--- config.mk ---
export PLATFORM = sky130hd
export DESIGN_NAME = imem_loader
export DESIGN_NICKNAME = d
export VERILOG_FILES = /design/src/rtl/loader_pkg.sv /design/src/rtl/imem_loader.sv
export SDC_FILE = /design/constraint.sdc
export NUM_CORES = 1
export LEC_CHECK = 0
export ABC_AREA = 1
export BUFFER_PORTS_ARGS = -buffer_cell sky130_fd_sc_hd__clkbuf_2
export CAP_MARGIN = 20
export CORE_UTILIZATION = 58
export DETAILED_ROUTE_END_ITERATION = 8
export PLACE_DENSITY_LB_ADDON = 0.12
export REMOVE_ABC_BUFFERS = 1
export SLEW_MARGIN = 20
export SYNTH_ARGS = -nofsm -noshare
export SYNTH_HDL_FRONTEND = slang
export SYNTH_SLANG_ARGS = --single-unit
--- constraint.sdc ---
create_clock -name clk -period 2.4 [get_ports clk]
set_input_delay 0.36 -clock clk [delete_from_list [all_inputs] [get_ports clk]]
set_output_delay 0.36 -clock clk [all_outputs]
set_load 0.01 [all_outputs]
--- src/rtl/loader_pkg.sv ---
// Shared types and constants for the boot-time instruction-memory loader.
package loader_pkg;

  typedef enum logic [2:0] {
    IDLE,
    HI,
    LO,
    WRITE,
    CS_HI,
    CS_LO,
    DONE,
    ERROR
  } loader_state_t;

  localparam int unsigned LOADER_WORD_W    = 16;
  localparam int unsigned LOADER_BYTE_W    = 8;
  localparam int unsigned LOADER_ADDR_STEP = 2;

endpackage

--- src/rtl/imem_loader.sv ---
// Streams big-endian 16-bit words into instruction memory, verifies a trailing
// checksum and only then releases the CPU hold.
module imem_loader
  import loader_pkg::*;
#(
  parameter bit HOLD_AT_RESET = 1'b1
) (
  input  logic                     clk,
  input  logic                     rst_n,
  input  logic                     start,
  input  logic [LOADER_WORD_W-1:0] base_addr,
  input  logic [LOADER_WORD_W-1:0] word_count,
  input  logic                     in_valid,
  input  logic [LOADER_BYTE_W-1:0] in_data,
  output logic                     in_ready,
  output logic                     im_wr,
  output logic                     im_en,
  output logic [LOADER_WORD_W-1:0] im_addr,
  output logic [LOADER_WORD_W-1:0] im_data,
  output logic                     cpu_hold,
  output logic                     busy,
  output logic                     done,
  output logic                     error
);

  localparam logic [LOADER_WORD_W-1:0] ADDR_STEP = LOADER_WORD_W'(LOADER_ADDR_STEP);

  loader_state_t            state;
  logic [LOADER_WORD_W-1:0] addr;
  logic [LOADER_WORD_W-1:0] remaining;
  logic [LOADER_WORD_W-1:0] sum;
  logic [LOADER_BYTE_W-1:0] hi_byte;
  logic                     accept;

  assign accept = in_valid && in_ready;

  // im_data doubles as the assembled-word register consumed by the WRITE cycle.
  always_ff @(posedge clk or negedge rst_n) begin
    if (!rst_n) begin
      state     <= IDLE;
      addr      <= '0;
      remaining <= '0;
      sum       <= '0;
      hi_byte   <= '0;
      in_ready  <= 1'b0;
      im_wr     <= 1'b0;
      im_en     <= 1'b0;
      im_addr   <= '0;
      im_data   <= '0;
      busy      <= 1'b0;
      done      <= 1'b0;
      error     <= 1'b0;
      cpu_hold  <= HOLD_AT_RESET;
    end else begin
      im_wr <= 1'b0;
      im_en <= 1'b0;
      case (state)
        IDLE, DONE, ERROR: begin
          if (start) begin
            addr      <= base_addr & 16'hFFFE;
            remaining <= word_count;
            sum       <= '0;
            done      <= 1'b0;
            error     <= 1'b0;
            busy      <= 1'b1;
            cpu_hold  <= 1'b1;
            in_ready  <= 1'b1;
            state     <= (word_count != '0) ? HI : CS_HI;
          end
        end
        HI: begin
          if (accept) begin
            hi_byte <= in_data;
            state   <= LO;
          end
        end
        LO: begin
          if (accept) begin
            im_data  <= {hi_byte, in_data};
            im_addr  <= addr;
            im_wr    <= 1'b1;
            im_en    <= 1'b1;
            in_ready <= 1'b0;
            state    <= WRITE;
          end
        end
        WRITE: begin
          sum       <= sum + im_data;
          addr      <= addr + ADDR_STEP;
          remaining <= remaining - 16'd1;
          in_ready  <= 1'b1;
          state     <= (remaining != 16'd1) ? HI : CS_HI;
        end
        CS_HI: begin
          if (accept) begin
            hi_byte <= in_data;
            state   <= CS_LO;
          end
        end
        CS_LO: begin
          if (accept) begin
            in_ready <= 1'b0;
            busy     <= 1'b0;
            if ({hi_byte, in_data} == sum) begin
              done     <= 1'b1;
              cpu_hold <= 1'b0;
              state    <= DONE;
            end else begin
              error <= 1'b1;
              state <= ERROR;
            end
          end
        end
        default: begin
          in_ready <= 1'b0;
          state    <= IDLE;
        end
      endcase
    end
  end

endmodule

### Word-level counts from Yosys, hierarchy flattened

Index checks and enable logic that the tools add are counted.

* memory bits (writable): 0
* bits of input ports: 44
* output and inout bits: 39
* bits in latches: 0
* memories: 0
* flip-flop bits (word level): 97
* ROM bits: 0
* word-level logic and storage cells: 81

* divide/modulo/power cells: 0
* bitwise gates (word level): 0
* equal/unequal tests: 17
* multiplexer cells: 31
* reductions and logical operators: 17
* multipliers: 0
* $lt $le $gt $ge: 0
* add/subtract/negate cells: 3
* shift operators: 0

Operators with widths (number)
* $pmux 16 s2: 3
* $mux 16: 3
* $mux 3: 7
* $pmux 3 s6: 1
* $add 16x16->16: 1
* $add 16x2->16 const B: 1
* $eq 16x16->1: 1
* $ne 16x1->1 const B: 1
* $reduce_bool 16->1: 1
* $sub 16x1->16 const B: 1
* $ne 2x2->1 const B: 7
* $eq 3x3->1 const B: 4
* $mux 1: 12
* $pmux 1 s2: 4
* $reduce_and 4->1: 2
* $eq 3x2->1 const B: 2
* $reduce_and 2->1: 3
* $reduce_and 3->1: 2
* $reduce_and 5->1: 1
* $reduce_bool 2->1: 2
* $reduce_or 2->1: 2
* $eq 3x1->1 const B: 1
* $logic_not 3->1: 1
* $pmux 1 s3: 1
* other kinds (4): 4

### Logic depth before layout (Yosys ltp)

* depth after elaboration: 4
* mapped depth: 13
* depth with buffers taken out: 13

### Worst setup path after synthesis

Ideal clock, no wire load.

* kind: register to register
* start point: register im_data[0]
* end point: register sum[12]
* buffers on the path: 0
* setup slack: 687 ps
* cell stages (with the launch flop): 14
* arrival time: 1595 ps
* data required time: 2282 ps
* path through: dfrtp_1 ha_1 inv_1 fa_1 inv_1 nand3_1 nand3_1 nand2_1 nand2_1 nand2_1 nand2_1 nand2_1 nand3_1 nand2_1

* longest elaborated chain between the ends: 2

Ends and longest elaborated chain
* start: declaration: line imem_loader.sv:19 `output logic [LOADER_WORD_W-1:0] im_data,`
* start signal: assignment: line imem_loader.sv:79 `im_data <= {hi_byte, in_data};`
* $add 16x16->16: line imem_loader.sv:88 `sum <= sum + im_data;`
* $pmux 16 s2: line imem_loader.sv:57 `case (state)`
* end signal: assignment: line imem_loader.sv:88
* end: declaration: line imem_loader.sv:31 `logic [LOADER_WORD_W-1:0] sum;`

No other way between the ends.
A chain may end at the register's enable or synchronous reset.

### Worst setup path in the final report

Same ends and word-level chain as after synthesis.

==> flow_summary.json <==
{
  "run_status": "complete, but fails checks",
  "violated_checks": "hold timing",
  "final_min_period_over_clock_period": 0.811,
  "worst_ir_drop_vdd_v": 0.000645,
  "power.leakage_nw": 3.48,
  "synth.top_cell.area_share": 0.406,
  "post-synth-top-area-cell": "sky130_fd_sc_hd__dfrtp_1",
  "io_pins": 83,
  "cp_common_cell": "sky130_fd_sc_hd__nand2_1",
  "final_layout_size_suffix_gt1_frac": 0.148,
  "ys.warnings.count": 0,
  "clock_tree.buffer_depth": 2,
  "avgViaCountPerCell": 5.30,
  "drcViolationCount": 0,
  "core_area_um2": 9730,
  "final_design_area_no_fill_um2": 6500,
  "worst_path_arrival_time_ps": 2210,
  "power.net_switching_mw": 3.96,
  "yosys.cell_count.top_type": "sky130_fd_sc_hd__nand2_1",
  "routed_wire_length_per_instance_um": 13.6,
  "dpl_cell_area_um2": 6300,
  "slew_violations": 0,
  "grt-ovfl-total": 0,
  "critPathMaxStageDelay_ps": 410,
  "worst-slew-pin-transition_ps": 856,
  "number_of_drc_violations_after_detailed_routing_iteration_0": 210,
  "cts_hold_buffers_added": 0,
  "cts-buffers-inserted": 9,
  "yosys.cell_types.count": 46,
  "gp_routability_congestion": 0.918,
  "die_outline_area_um2": 10400,
  "dp_hpwl_mm": 10.2,
  "worst_clock_skew_ps": 15.8,
  "timing.hold.worst.class": "input port to async pin",
  "core.rowCount": 36,
  "clk-insertion-delay-late_ps": 370,
  "cp_cell_sequence": "ha_1 -> inv_1 -> fa_1 -> inv_1 -> nand3_1 -> nand3_1 -> nand2_1 -> nand2_1 -> nand2_1 -> nand2_1 -> nand2_1 -> nand3_1 -> nand2_1",
  "h-tree-depth": 3,
  "grt_pass1_wl_mm": 23.1,
  "die_h_um": 102,
  "ys_ff_latch": 95,
  "numClockSinks": 95,
  "setup_tns_ps": 0,
  "sequentialPowerShare": 0.354,
  "cell_internal_power_mw": 4.30,
  "cellPowerDensity_nw_per_um2": 1270,
  "final_period_minus_worst_setup_slack_ps": 1950,
  "port_buffers": 80,
  "vias": 5466,
  "initial_core_util": 0.596,
  "critical_path_peak_fanout": 3,
  "synth_area_um2": 5800,
  "top_cells_by_area_in_the_synthesized_netlist": "sky130_fd_sc_hd__dfrtp_1 (41%), sky130_fd_sc_hd__nand2_1 (17%), sky130_fd_sc_hd__inv_1 (7.0%), sky130_fd_sc_hd__o21ai_0 (5.4%), sky130_fd_sc_hd__nor2_1 (4.8%)",
  "pin_count_of_the_biggest_net_entering_global_routing": 60,
  "rsz0062_at_grt": "false",
  "report.final.hold_viol_count": 11,
  "timing.critical_path.to_type": "flip-flop",
  "worstPathRequired_ps": 2670,
  "power.share.clock": 0.133,
  "setup.worst_path.start_class": "flip-flop",
  "clock_tree.root_cell": "sky130_fd_sc_hd__clkbuf_8",
  "area_growth_syn_to_layout_pct": 12.1,
  "detail_route.wirelength_mm": 14.0,
  "fmax_mhz": 514,
  "synth_cells": 817,
  "clock_tree_from_tritoncts": "done",
  "timing.max_cap.violations": 0,
  "yosys-top-cells-count": "sky130_fd_sc_hd__nand2_1 (262), sky130_fd_sc_hd__inv_1 (108), sky130_fd_sc_hd__dfrtp_1 (94)",
  "syn_avg_cell_area_um2": 7.10,
  "die_w_um": 102,
  "ys_seq_area_frac": 0.410,
  "final.hold.worst_slack_ps": -21.8,
  "maxSlewHeadroom": 0.428,
  "cpLargestDelayFamily": "simple AND/OR/NAND/NOR gates",
  "first_pass_iters": 5,
  "antenna_found_initial": 0,
  "worst_path_max_delay_cell": "sky130_fd_sc_hd__fa_1",
  "n_antenna_cell": 0,
  "cp_num_buf_inv": 2,
  "edff_count_synth": 0,
  "post_cts_resize_count": 0,
  "fin_util": 0.668,
  "synth-main-ff-cell": "sky130_fd_sc_hd__dfrtp_1",
  "groute.usage.overall": 0.286,
  "swShare": 0.480,
  "post-cts-setup-buffer-count": 0,
  "detail-route-antenna-nets": 0,
  "criticalPathCategory": "flip-flop to flip-flop",
  "cts.reportedPaths.clkPinSlew_ps": 100,
  "finalSetupViolCount": 0,
  "layout.nets": 956,
  "postSynth.asyncResetShare": 1.00,
  "grt_pass1_vias": 5105,
  "comb_power_share": 0.513
}
==> layout make-up <==
type | count | area, um2
Fill cell | 879 | 3230
Multi-Input combinational cell | 585 | 2860
Sequential cell | 95 | 2380
Timing Repair Buffer | 87 | 468
Inverter | 115 | 434
Tap cell | 133 | 166
Clock buffer | 10 | 128
Clock inverter | 6 | 70.1
==> cell usage in the layout (no fill, tap or decap), types with 4 or more instances in the layout <==
cell	count
sky130_fd_sc_hd__nand2_1	262
sky130_fd_sc_hd__inv_1	108
sky130_fd_sc_hd__dfrtp_1	94
sky130_fd_sc_hd__clkbuf_2	79
sky130_fd_sc_hd__nor2_1	74
sky130_fd_sc_hd__o21ai_0	62
sky130_fd_sc_hd__nand3_1	54
sky130_fd_sc_hd__a21oi_1	27
sky130_fd_sc_hd__ha_1	18
sky130_fd_sc_hd__o21ai_2	9
sky130_fd_sc_hd__o21ai_1	9
sky130_fd_sc_hd__o211ai_1	9
sky130_fd_sc_hd__clkbuf_8	9
sky130_fd_sc_hd__nand4_1	8
sky130_fd_sc_hd__o22ai_1	8
sky130_fd_sc_hd__buf_4	7
sky130_fd_sc_hd__inv_2	6
sky130_fd_sc_hd__xor2_1	6
sky130_fd_sc_hd__nor3_1	5
sky130_fd_sc_hd__nand2_2	4
sky130_fd_sc_hd__nand3b_1	4
==> metrics by stage <==
step	power (mW)	setup slack, ps	instances	hold slack (ps)
final	8.26	453	1031	-21.8
after global routing	9.03	252	1031	40.5
after CTS	8.28	483	1031	24.3
after detailed placement	7.18	513	1015	428
after global placement	7.02	554	1015	425
after floorplan	5.82	628	795	64.4
==> flip-flops by register name (all words and copies together), names as in the netlist, 3 cells and up <==
signal / flops
im_data: 16
remaining: 16
addr: 15
sum: 16
im_addr: 15
hi_byte: 8
state: 3
==> path summary, 6_finish.rpt <==
check	endpoint	from	slack, ps	cells after the start
worst min-delay path	im_data[9]	rst_n	-20	1
worst max-delay path	sum[12]	im_data[0]	450	13
worst max register to register	sum[12]	im_data[0]	450	13
min in group clk	addr[6]	base_addr[6]	210	3
max in group asynchronous	remaining[2]	rst_n	1720	2
worst min register to register	im_addr[14]	im_addr[14]	490	2
==> logic make-up (layout without fill, tap and decap cells) <==
group / Yosys count / count (layout) / share of synthesized area
xor+xnor: 7 / 7 / 0.0106
simple gates: 425 / 425 / 0.308
buf+inv: 137 / 218 / 0.0971
fa+ha+maj: 19 / 19 / 0.0423
flops: 95 / 95 / 0.410
other cells: 1 / 1 / 0.000647
compound gates: 133 / 133 / 0.131
==> power groups by stage <==
stage | sequential [mW] | combinational [mW] | clock, mW
final | 2.93 | 4.24 | 1.10
after detailed placement | 2.94 | 4.23 | 0
after global routing | 3.02 | 4.85 | 1.16
after CTS | 2.92 | 4.25 | 1.11
after floorplan | 2.94 | 2.89 | 0
after global placement | 2.92 | 4.10 | 0
==> metal layers <==
metal	vias to the layer above	track usage	share of wire
met5	-	0	0
li1	2748	-	-
met2	145	0.478	0.48
met3	36	0.0356	0.042
met4	0	0.165	0.038
met1	2537	0.359	0.44
Power figures use the tool's default switching activity.
